[src/rtl/uart_pkg.sv]
// Shared UART definitions: receiver FSM encoding, default frame parameters and
// the parity helper, kept here so the transmitter can reuse them.
package uart_pkg;

   typedef enum logic [2:0] {
      ST_IDLE,
      ST_START,
      ST_DATA,
      ST_PARITY,
      ST_STOP
   } rx_state_t;

   localparam int UART_N_DATA          = 8;
   localparam int UART_PARITY_CHECK    = 0;
   localparam int UART_EVEN_ODD_PARITY = 1;
   localparam int UART_M_STOP          = 1;
   localparam int UART_N_TICK          = 16;

   // data_xor is the XOR of all data bits; odd selects odd (1) or even (0) parity.
   function automatic logic parity_mismatch(input logic data_xor, input logic par_bit,
                                            input logic odd);
      return (data_xor ^ par_bit) != odd;
   endfunction

endpackage

[src/rtl/uart_sync2.sv]
// Two-flop synchronizer for the asynchronous serial line; resets to the idle
// (high) level so a reset never looks like a start bit.
module uart_sync2 (
   input  logic i_clk,
   input  logic i_rst,
   input  logic d,
   output logic q
);

   logic meta;

   always_ff @(posedge i_clk) begin
      if (i_rst) begin
         meta <= 1'b1;
         q    <= 1'b1;
      end else begin
         meta <= d;
         q    <= meta;
      end
   end

endmodule

[src/rtl/uart_rx_ovs.sv]
// Oversampling UART receiver: configurable data/parity/stop framing, delivers
// each word through a valid/ready holding register with error flags.
module uart_rx_ovs
   import uart_pkg::*;
#(
   parameter int N_DATA          = UART_N_DATA,
   parameter int PARITY_CHECK    = UART_PARITY_CHECK,
   parameter int EVEN_ODD_PARITY = UART_EVEN_ODD_PARITY,
   parameter int M_STOP          = UART_M_STOP,
   parameter int N_TICK          = UART_N_TICK
) (
   input  logic              i_clk,
   input  logic              i_rst,
   input  logic              i_data,
   input  logic              i_tick,
   output logic [N_DATA-1:0] o_data,
   output logic              o_valid,
   input  logic              i_ready,
   output logic              o_parity_err,
   output logic              o_frame_err,
   output logic              o_overrun
);

   localparam int TW = $clog2(N_TICK);
   localparam int BW = $clog2(N_DATA + 1);

   localparam logic [TW-1:0] TICK_MID  = TW'(N_TICK / 2 - 1);
   localparam logic [TW-1:0] TICK_LAST = TW'(N_TICK - 1);
   localparam logic [BW-1:0] DATA_LAST = BW'(N_DATA - 1);
   localparam logic [BW-1:0] STOP_LAST = BW'(M_STOP - 1);
   localparam logic          ODD_PAR   = (EVEN_ODD_PARITY != 0);

   rx_state_t         state;
   logic              rx;
   logic [TW-1:0]     tick_cnt;
   logic [BW-1:0]     bit_cnt;
   logic [N_DATA-1:0] shreg;
   logic              par_err;
   logic              frm_err;

   logic              sample;
   logic              frame_done;
   logic              stop_err;
   logic              load;

   uart_sync2 u_sync (
      .i_clk (i_clk),
      .i_rst (i_rst),
      .d     (i_data),
      .q     (rx)
   );

   // Once the start bit is centred, every N_TICK-th tick lands mid-bit.
   assign sample     = i_tick && (tick_cnt == TICK_LAST);
   assign frame_done = sample && (state == ST_STOP) && (bit_cnt == STOP_LAST);
   assign stop_err   = frm_err | ~rx;
   assign load       = frame_done && (!o_valid || i_ready);

   always_ff @(posedge i_clk) begin
      if (i_rst) begin
         state        <= ST_IDLE;
         tick_cnt     <= '0;
         bit_cnt      <= '0;
         shreg        <= '0;
         par_err      <= 1'b0;
         frm_err      <= 1'b0;
         o_data       <= '0;
         o_valid      <= 1'b0;
         o_parity_err <= 1'b0;
         o_frame_err  <= 1'b0;
         o_overrun    <= 1'b0;
      end else begin
         if (i_tick) begin
            case (state)
               ST_IDLE: begin
                  if (!rx) begin
                     state    <= ST_START;
                     tick_cnt <= '0;
                  end
               end
               ST_START: begin
                  if (tick_cnt == TICK_MID) begin
                     tick_cnt <= '0;
                     bit_cnt  <= '0;
                     state    <= rx ? ST_IDLE : ST_DATA;
                  end else begin
                     tick_cnt <= tick_cnt + 1'b1;
                  end
               end
               ST_DATA: begin
                  if (sample) begin
                     tick_cnt <= '0;
                     shreg    <= {rx, shreg[N_DATA-1:1]};
                     if (bit_cnt == DATA_LAST) begin
                        bit_cnt <= '0;
                        par_err <= 1'b0;
                        frm_err <= 1'b0;
                        state   <= (PARITY_CHECK != 0) ? ST_PARITY : ST_STOP;
                     end else begin
                        bit_cnt <= bit_cnt + 1'b1;
                     end
                  end else begin
                     tick_cnt <= tick_cnt + 1'b1;
                  end
               end
               ST_PARITY: begin
                  if (sample) begin
                     tick_cnt <= '0;
                     par_err  <= parity_mismatch(^shreg, rx, ODD_PAR);
                     state    <= ST_STOP;
                  end else begin
                     tick_cnt <= tick_cnt + 1'b1;
                  end
               end
               ST_STOP: begin
                  if (sample) begin
                     tick_cnt <= '0;
                     frm_err  <= stop_err;
                     // Leave at mid-stop so the next start edge is caught early.
                     if (bit_cnt == STOP_LAST) begin
                        bit_cnt <= '0;
                        state   <= ST_IDLE;
                     end else begin
                        bit_cnt <= bit_cnt + 1'b1;
                     end
                  end else begin
                     tick_cnt <= tick_cnt + 1'b1;
                  end
               end
               default: state <= ST_IDLE;
            endcase
         end

         if (o_valid && i_ready) begin
            o_valid   <= 1'b0;
            o_overrun <= 1'b0;
         end
         // A completion overrides the clear above; a blocked one only flags overrun.
         if (frame_done) begin
            if (load) begin
               o_data       <= shreg;
               o_parity_err <= par_err;
               o_frame_err  <= stop_err;
               o_valid      <= 1'b1;
            end else begin
               o_overrun    <= 1'b1;
            end
         end
      end
   end

endmodule

[config.mk]
export PLATFORM = sky130hd
export DESIGN_NAME = uart_rx_ovs
export DESIGN_NICKNAME = d
export VERILOG_FILES = /design/src/rtl/uart_pkg.sv /design/src/rtl/uart_sync2.sv /design/src/rtl/uart_rx_ovs.sv
export SDC_FILE = /design/constraint.sdc
export NUM_CORES = 1
export LEC_CHECK = 0
export ABC_AREA = 1
export CAP_MARGIN = 20
export CORE_ASPECT_RATIO = 1.1
export CORE_MARGIN = 8
export CORE_UTILIZATION = 45
export CTS_CLUSTER_SIZE = 16
export DETAILED_ROUTE_END_ITERATION = 6
export PLACE_DENSITY_LB_ADDON = 0.12
export SLEW_MARGIN = 25
export SYNTH_ARGS = -nofsm -noshare
export SYNTH_HDL_FRONTEND = slang
export SYNTH_SLANG_ARGS = --single-unit
[constraint.sdc]
create_clock -name i_clk -period 4.4 [get_ports i_clk]
set_input_delay 0.88 -clock i_clk [delete_from_list [all_inputs] [get_ports i_clk]]
set_output_delay 0.88 -clock i_clk [all_outputs]
set_load 0.02 [all_outputs]
Word-level counts from Yosys, hierarchy flattened
Cells that the tools add are included.
{ "word_totals": {"reg_bits": 35, "inputBits": 5, "out_inout_bits": 12, "word_cells": 86} }
{ "classes": {"add_sub_neg": 2, "eq_ne": 14, "n_mux": 31, "bitwise_logic": 4, "n_reduce_logical": 22} }
{ "ops": {"columns": ["op", "n"], "rows": [
  ["$mux 4", 8],
  ["$pmux 4 s3", 2],
  ["$mux 3", 7],
  ["$pmux 3 s5", 1],
  ["$reduce_and 5->1", 3],
  ["$ne 2x2->1 const B", 6],
  ["$mux 1", 10],
  ["$add 4x1->4 const B", 2],
  ["$eq 4x3->1 const B", 2],
  ["$reduce_and 8->1", 1],
  ["$reduce_xor 8->1", 1],
  ["$eq 3x2->1 const B", 2],
  ["$reduce_and 3->1", 2],
  ["$reduce_bool 3->1", 2],
  ["$logic_and 1x1->1", 5],
  ["$eq 4x4->1 const B", 1],
  ["$logic_not 4->1", 1],
  ["$pmux 1 s2", 2],
  ["$reduce_bool 2->1", 2],
  ["$eq 3x1->1 const B", 1],
  ["$eq 3x3->1 const B", 1],
  ["$logic_not 3->1", 1],
  ["$reduce_or 3->1", 1],
  ["$mux 2", 1],
  ["other kinds (7)", 8]
]} }

Longest topological paths before layout
Gate-level depths: netlist of run 1.
{ "logic_depth": {"word_depth": 7, "ltp_mapped": 11, "ltp_nobuf": 11} }

Modules after synthesis
A second synthesis of run 1 with hierarchy kept.
{ "unflattened": {"hier_cells": 252, "area_unflattened_um2": 1761.7} }
{ "by_module_without_submodules": {"columns": ["module", "n_inst", "cells_per_inst", "area_each_um2", "seq_area_each_um2"], "rows": [
  ["uart_rx_ovs", 1, 245, 1702.9, 660.6],
  ["uart_sync2", 1, 7, 58.8, 40.0]
]} }

Worst setup path before layout of run 1
No wires, ideal clock.
{ "synth_timing": {"path_type": "input to register", "startpoint": "input port i_tick", "endpoint": "register o_data[3]", "setup_time_ns": 0.115, "t_arrival_ns": 1.674, "slack_ns": 2.610, "path_stages": 8, "n_path_buf": 1, "cell_sequence": "nand3_2 > inv_1 > nand2_2 > nor2_4 > inv_2 > buf_6 > o21ai_2 > a21oi_2"} }
{ "synth_between": {"elab_chain_len": 5} }
{ "synth_rtl": {"columns": ["item", "line_no", "rtl"], "rows": [
  ["from (decl)", "uart_rx_ovs.sv:15", "input logic i_tick,"],
  ["$logic_and 1x1->1 *", "uart_rx_ovs.sv:54", "assign sample = i_tick && (tick_cnt == TICK_LAST);"],
  ["$logic_and 1x1->1 * (2 in a row)", "uart_rx_ovs.sv:55", "assign frame_done = sample && (state == ST_STOP) && (bit_cnt == STOP_LAST);"],
  ["$logic_and 1x1->1", "uart_rx_ovs.sv:57", "assign load = frame_done && (!o_valid || i_ready);"],
  ["$reduce_and 2->1 (no source line) *", null, null],
  ["to (signal assigned)", "uart_rx_ovs.sv:141", "o_data <= shreg;"],
  ["to (decl)", "uart_rx_ovs.sv:16", "output logic [N_DATA-1:0] o_data,"]
]} }
Every way passes the cells marked *; elsewhere a longest branch is shown, timed or not.
A chain may end at the register's enable or synchronous reset.

Worst setup path after layout of run 1
{ "layout_timing": {"startpoint": "input port i_tick", "endpoint": "register o_data[2]"} }
The elaborated chain is that of the path after synthesis.

==> qor.yml, run 1 <==
drcViolationCount: 0
drtAntennaViolNets: 0
clock_skew_ns: 0.00439
yosys_warnings: 0
syn_area_um2: 1760
fin_crit_ns: 2.18
cts.clk_slew.worst_paths_ns: 0.07
syn_avg_cell_area_um2: 6.91
hold_buffers: 0
dp.cells: 319
path_max_fanout: 18
cts_made_buffers: 5
min_from: "u_sync.meta"
reg2reg_from: "tick_cnt[0]"
die_w_um: 75.7
post_cts_resized: 0
slew_headroom_pct: 59.2
dr_total_vias: 1532
layout-drive-gt1-share_pct: 11.6
setup_tns_ns: 0
fin_total_pwr_mw: 0.648
num_antenna_cells: 0
ys_seq_elements: 35
worstMarginPinSlew_ns: 0.612
worstPathCellList: "clkdlybuf4s50_1, nand3_2, inv_1, nand2_2, nor2_4, inv_2, o21ai_0, a21oi_1"
via_per_inst: 4.69
worstHoldPathType: "register to register"
dieArea_um2: 6180
grt_pass1_vias: 1494
cts_sinks: 35
grt_util_met2_pct: 24.4
worst_slack_ns: 2.22
overflow: 0
fp.dieH_um: 81.6
grt.busiest_layer: "met2"
setup-violations-final: 0
crit_start: "i_tick"
met3_usage_pct: 4.03
ir_drop_mv: 0.135
fmax_ghz: 0.458
use_met1_pct: 14.7
fin_cells: 327
finalHoldViolCount: 0
preCtsSetupSlack_ns: 1.92
rsz0062_at_grt: "no"
final_util_pct: 53.6
seqCellArea_um2: 701
dp_hpwl_mm: 2.64
multiInputGateArea_um2: 885
rows: 24
synth_cells: 255
drt_first_pass_iters: 4
post_drt_wl_per_cell_um: 10.9
htreeDepth: 2
path_class: "input pin to register"
synth-seq-area-share_pct: 39.8
drv_slew: 0
end_kind: "register"
crit_path_start_kind: "input pin"
dr.first_iter.drc_count: 81
syn_nets: 263
cts_tree: "yes"
io_pins: 17
grt_pass1_wl_mm: 6.46
core_region_area_um2: 3870
max_stage_delay_ns: 0.52
antenna_found_initial: 0
clk_latency_ns: 0.28
start_util_pct: 45.5
status: "finished clean"
grt_max_degree: 23
grt_util_all_layers_pct: 13.6
pwr_density_cell_nw_per_um2: 312
root_buffer: "clkbuf_8"
critPathRequiredTime_ns: 4.57
nets: 282
globalplace.congestion: 0.862
nFillCells: 393
total_leakage_power_nw: 0.813
syn_to_final_growth_pct: 18.0
cp_slowest_cell: "clkdlybuf4s50_1"
clock_path_buffers: 2
fin_crit_sh_pct: 49.6
arrival_ns: 2.35
postCtsSetupRepairBufs: 0
numPortBuffers: 16
drt-total-wl_mm: 3.57
drv_cap: 0
ys_types: 28
==> logic make-up after synthesis <==
group	Yosys count	synth area share, %
buffers and inverters	43	10.0
flip-flops	35	39.8
AO/OA/AOI/OAI	56	16.6
adder cells (fa/ha/maj)	3	2.13
XOR/XNOR	2	0.994
AND/OR/NAND/NOR	116	30.5
==> placed cells by master, fill, tap and decap left out <==
cell             instances
nor3_2                   1
bufinv_16                1
nand3_1                 11
nand2_2                  4
nor3_1                   3
inv_1                   35
nand2_1                 57
clkinv_2                 1
clkbuf_8                 6
nand3_2                  2
a21oi_2                  1
or2_2                    2
nor2_1                  24
dfxtp_1                 35
o21a_1                   1
nand4_1                  1
nand2_4                  1
ha_1                     3
o21ai_0                 20
nor4_1                   1
inv_2                    3
nor2_4                   3
a21oi_1                 31
o21ai_2                  1
o21ai_1                  1
a21boi_0                 1
buf_4                    1
and2_1                   1
clkdlybuf4s50_1         16
nor2_2                   5
xor2_1                   2
==> where the power goes <==
part | internal (mW) | switching, mW | leakage, nW
Combinational | 0.0116 | 0.0199 | 0.469
Clock | 0.183 | 0.113 | 0.0612
Sequential | 0.319 | 0.00166 | 0.282
==> routing by layer <==
layer	part of all wire (%)	vias up
li1	-	848
met4	1.2	0
met1	45	670
met3	2.8	5
met2	51	9
met5	0	-
==> worst paths after layout <==
path	to	slack (ns)	depth (start not counted)
worst max-delay path	o_data[2]	2.22	8
worst min-delay path	u_sync.q	0.41	1
worst max register to register	o_data[2]	2.68	10
worst min register to register	u_sync.q	0.41	1
==> Yosys cell counts (all sizes together) <==
| cell | number | share of area [%] |
|---|---|---|
| nand4 | 1 | 0.36 |
| a21oi | 32 | 9.3 |
| xor2 | 2 | 0.99 |
| and2 | 1 | 0.36 |
| o21ai | 22 | 6.5 |
| nand2 | 62 | 14 |
| inv | 38 | 8.1 |
| dfxtp | 35 | 40 |
| buf | 2 | 1.3 |
| a21boi | 1 | 0.43 |
| ha | 3 | 2.1 |
| or2 | 2 | 0.71 |
| nand3 | 13 | 4.3 |
| nor3 | 4 | 1.4 |
| nor2 | 32 | 8.8 |
| o21a | 1 | 0.43 |
| clkbuf | 3 | 0.64 |
| nor4 | 1 | 0.36 |
==> per-stage QoR <==
| stage | instance area (µm²) | hold slack, ns |
|---|---|---|
| after floorplan | 1760 | 0.389 |
| after CTS | 2080 | 0.411 |
| final | 2080 | 0.408 |
| after detailed placement | 1960 | 0.394 |
| after global routing | 2080 | 0.416 |
| after global placement | 1960 | 0.394 |
==> area by class of cell <==
cell class | instances | share of cell area [%]
Inverter | 38 | 6.86
Clock inverter | 2 | 1.69
Tap cell | 52 | 3.13
Multi-Input combinational cell | 177 | 42.6
Timing Repair Buffer | 17 | 8.07
Clock buffer | 6 | 3.97
Sequential cell | 35 | 33.7
==> critical path, delay by kind of cell <==
family                 cells  cell delay (ns)
AOI/OAI and AO/OA          2             0.23
buffers and inverters      3             0.83
and+or+nand+nor            3             0.40
==> registers in the layout (all words and copies together) (netlist names), 3 cells and up <==
signal	cells
bit_cnt	4
shreg	8
tick_cnt	4
o_data	8
state	3
Note: power is estimated with default switching activity, not from simulation.
==> run 2, diff against run 1 <==
Clock period 4.4 ns to 2.12 ns, I/O delays scaled along.
==> run 2 against run 1 <==
Against the previous run: die area unchanged; global-route usage increased by 0.25 points; clock-buffer cell count unchanged; clock power increased by 140%.
==> qor.yml, run 2 (synthesis results as in run 1) <==
fin_hold_ws_ns: 0.410  # +0.00167 ns
arrival_ns: 1.26  # -1.09 ns
num_antenna_cells: 0  # unchanged
min_from: "u_sync.meta"
ir_drop_mv: 0.452  # +230%
end_kind: "output pin"
fmax_ghz: 0.595
seqCellArea_um2: 701  # unchanged
drcViolationCount: 0  # unchanged
max_stage_delay_ns: 0.62  # +0.10 ns
reg_top3: "o_data: 8 flops, shreg: 8 flops"
post_drt_wl_per_cell_um: 11.2  # +2.6%
dieArea_um2: 6180  # unchanged
grt_pass1_wl_mm: 6.52  # +0.96%
cts.clk_slew.worst_paths_ns: 0.07  # about the same
critPathRequiredTime_ns: 1.70  # -2.87 ns
final_common_cell: "nand2_1"
status: "finished clean"
pwr_density_cell_nw_per_um2: 687  # +120%
start_util_pct: 45.5  # unchanged
fin_crit_sh_pct: 79.2
place_area_um2: 1980  # +0.77%
cts_made_buffers: 5  # unchanged
root_buffer: "clkbuf_8"
grt_pass1_vias: 1504  # +0.67%
worstPathCellList: "clkdlybuf4s50_1"
cts_sinks: 35  # unchanged
setup-violations-final: 0  # unchanged
overflow: 0  # unchanged
crit_path_start_kind: "register"
crit_family: "buffers and inverters"
fp.dieH_um: 81.6  # unchanged
path_class: "register to output pin"
total_leakage_power_nw: 0.826  # +1.6%
clock_path_buffers: 2  # unchanged
drv_slew: 0  # unchanged
antenna_found_initial: 0  # unchanged
multiInputGateArea_um2: 885  # unchanged
die_w_um: 75.7  # unchanged
syn_to_final_growth_pct: 19.7
slew_headroom_pct: 71.1  # +12 points
grt_max_degree: 23  # unchanged
rsz0062_at_grt: "no"
grt_util_all_layers_pct: 13.9  # +0.25 points
core_region_area_um2: 3870  # unchanged
nets: 284  # +0.71%
reg2reg_from: "tick_cnt[0]"
drt-total-wl_mm: 3.69  # +3.2%
clock_skew_ns: 0.00650  # +0.00211 ns
layout-drive-gt1-share_pct: 11.9  # +0.28 points
numPortBuffers: 16  # unchanged
worstMarginPinSlew_ns: 0.430  # -0.182 ns
via_per_inst: 4.75  # +1.5%
cp_num_buf_inv: 1  # -2
fin_crit_ns: 1.68
hold_buffers: 0  # unchanged
crit_start: "o_valid"
design_area_um2: 2110  # +1.4%
cts_tree: "yes"
htreeDepth: 2  # unchanged
clk_latency_ns: 0.29  # about the same
finalHoldViolCount: 0  # unchanged
post_cts_resized: 0  # unchanged
dp_hpwl_mm: 2.73  # +3.3%
setup_tns_ns: 0  # unchanged
postCtsSetupRepairBufs: 0  # unchanged
nFillCells: 371  # -5.6%
globalplace.congestion: 0.847  # -1.7%
cp_slowest_cell: "clkdlybuf4s50_1"
io_pins: 17  # unchanged
drt_first_pass_iters: 6  # +2
path_max_fanout: 3  # -15
dr.first_iter.drc_count: 132  # +63%
final_util_pct: 54.4  # +0.78 points
drv_cap: 0  # unchanged
rows: 24  # unchanged
worstHoldPathType: "register to register"
final_cell_mix: "nand2_1 (57), inv_1 (35), dfxtp_1 (35)"
drtAntennaViolNets: 0  # unchanged
dr_total_vias: 1564  # +2.1%
run 2: cell count changes in the layout (fill, tap and decap cells not counted), sizes merged:
cell	previous run	this run
bufinv	1	2
buf	1	3
clkinv	1	0
run 2: path summary, 6_finish.rpt:
path / end / slack [ns] / cells past startpoint
worst max register to register: o_data[2] / 0.50 / 10
worst min register to register: u_sync.q / 0.41 / 1
worst max-delay path: o_valid / 0.44 / 1
worst min-delay path: u_sync.q / 0.41 / 1
run 2: final cells by class:
type	instances	share of cell area [%]
multi-input combinational	177	42.0
inverter	38	6.77
clock inverter	2	2.85
clock buffer	6	3.44
sequential	35	33.2
tap	52	3.09
timing repair buffer	19	8.66
run 2: where the power goes:
part	total, mW	leakage [nW]	internal [mW]	switching [mW]
logic	0.0673	0.478	0.0253	0.0420
clock network	0.716	0.0654	0.470	0.246
registers	0.665	0.282	0.661	0.00350
run 2: metal layers:
layer	vias to the layer above	track usage (%)	wire length, µm
li1	850	-	-
met1	693	15.2	1640
met2	15	23.8	1870
met3	6	4.15	112
met4	0	6.92	64
met5	-	0	0
run 2: per-stage QoR:
| step | total power [mW] | setup WS, ns | std cells |
|---|---|---|---|
| after CTS | 1.47 | 0.421 | 329 |
| final | 1.45 | 0.440 | 329 |
| after detailed placement | 0.748 | 0.189 | 321 |
| after floorplan | 0.725 | 0.608 | 255 |
| after global routing | 1.50 | 0.262 | 329 |
| after global placement | 0.748 | 0.215 | 321 |
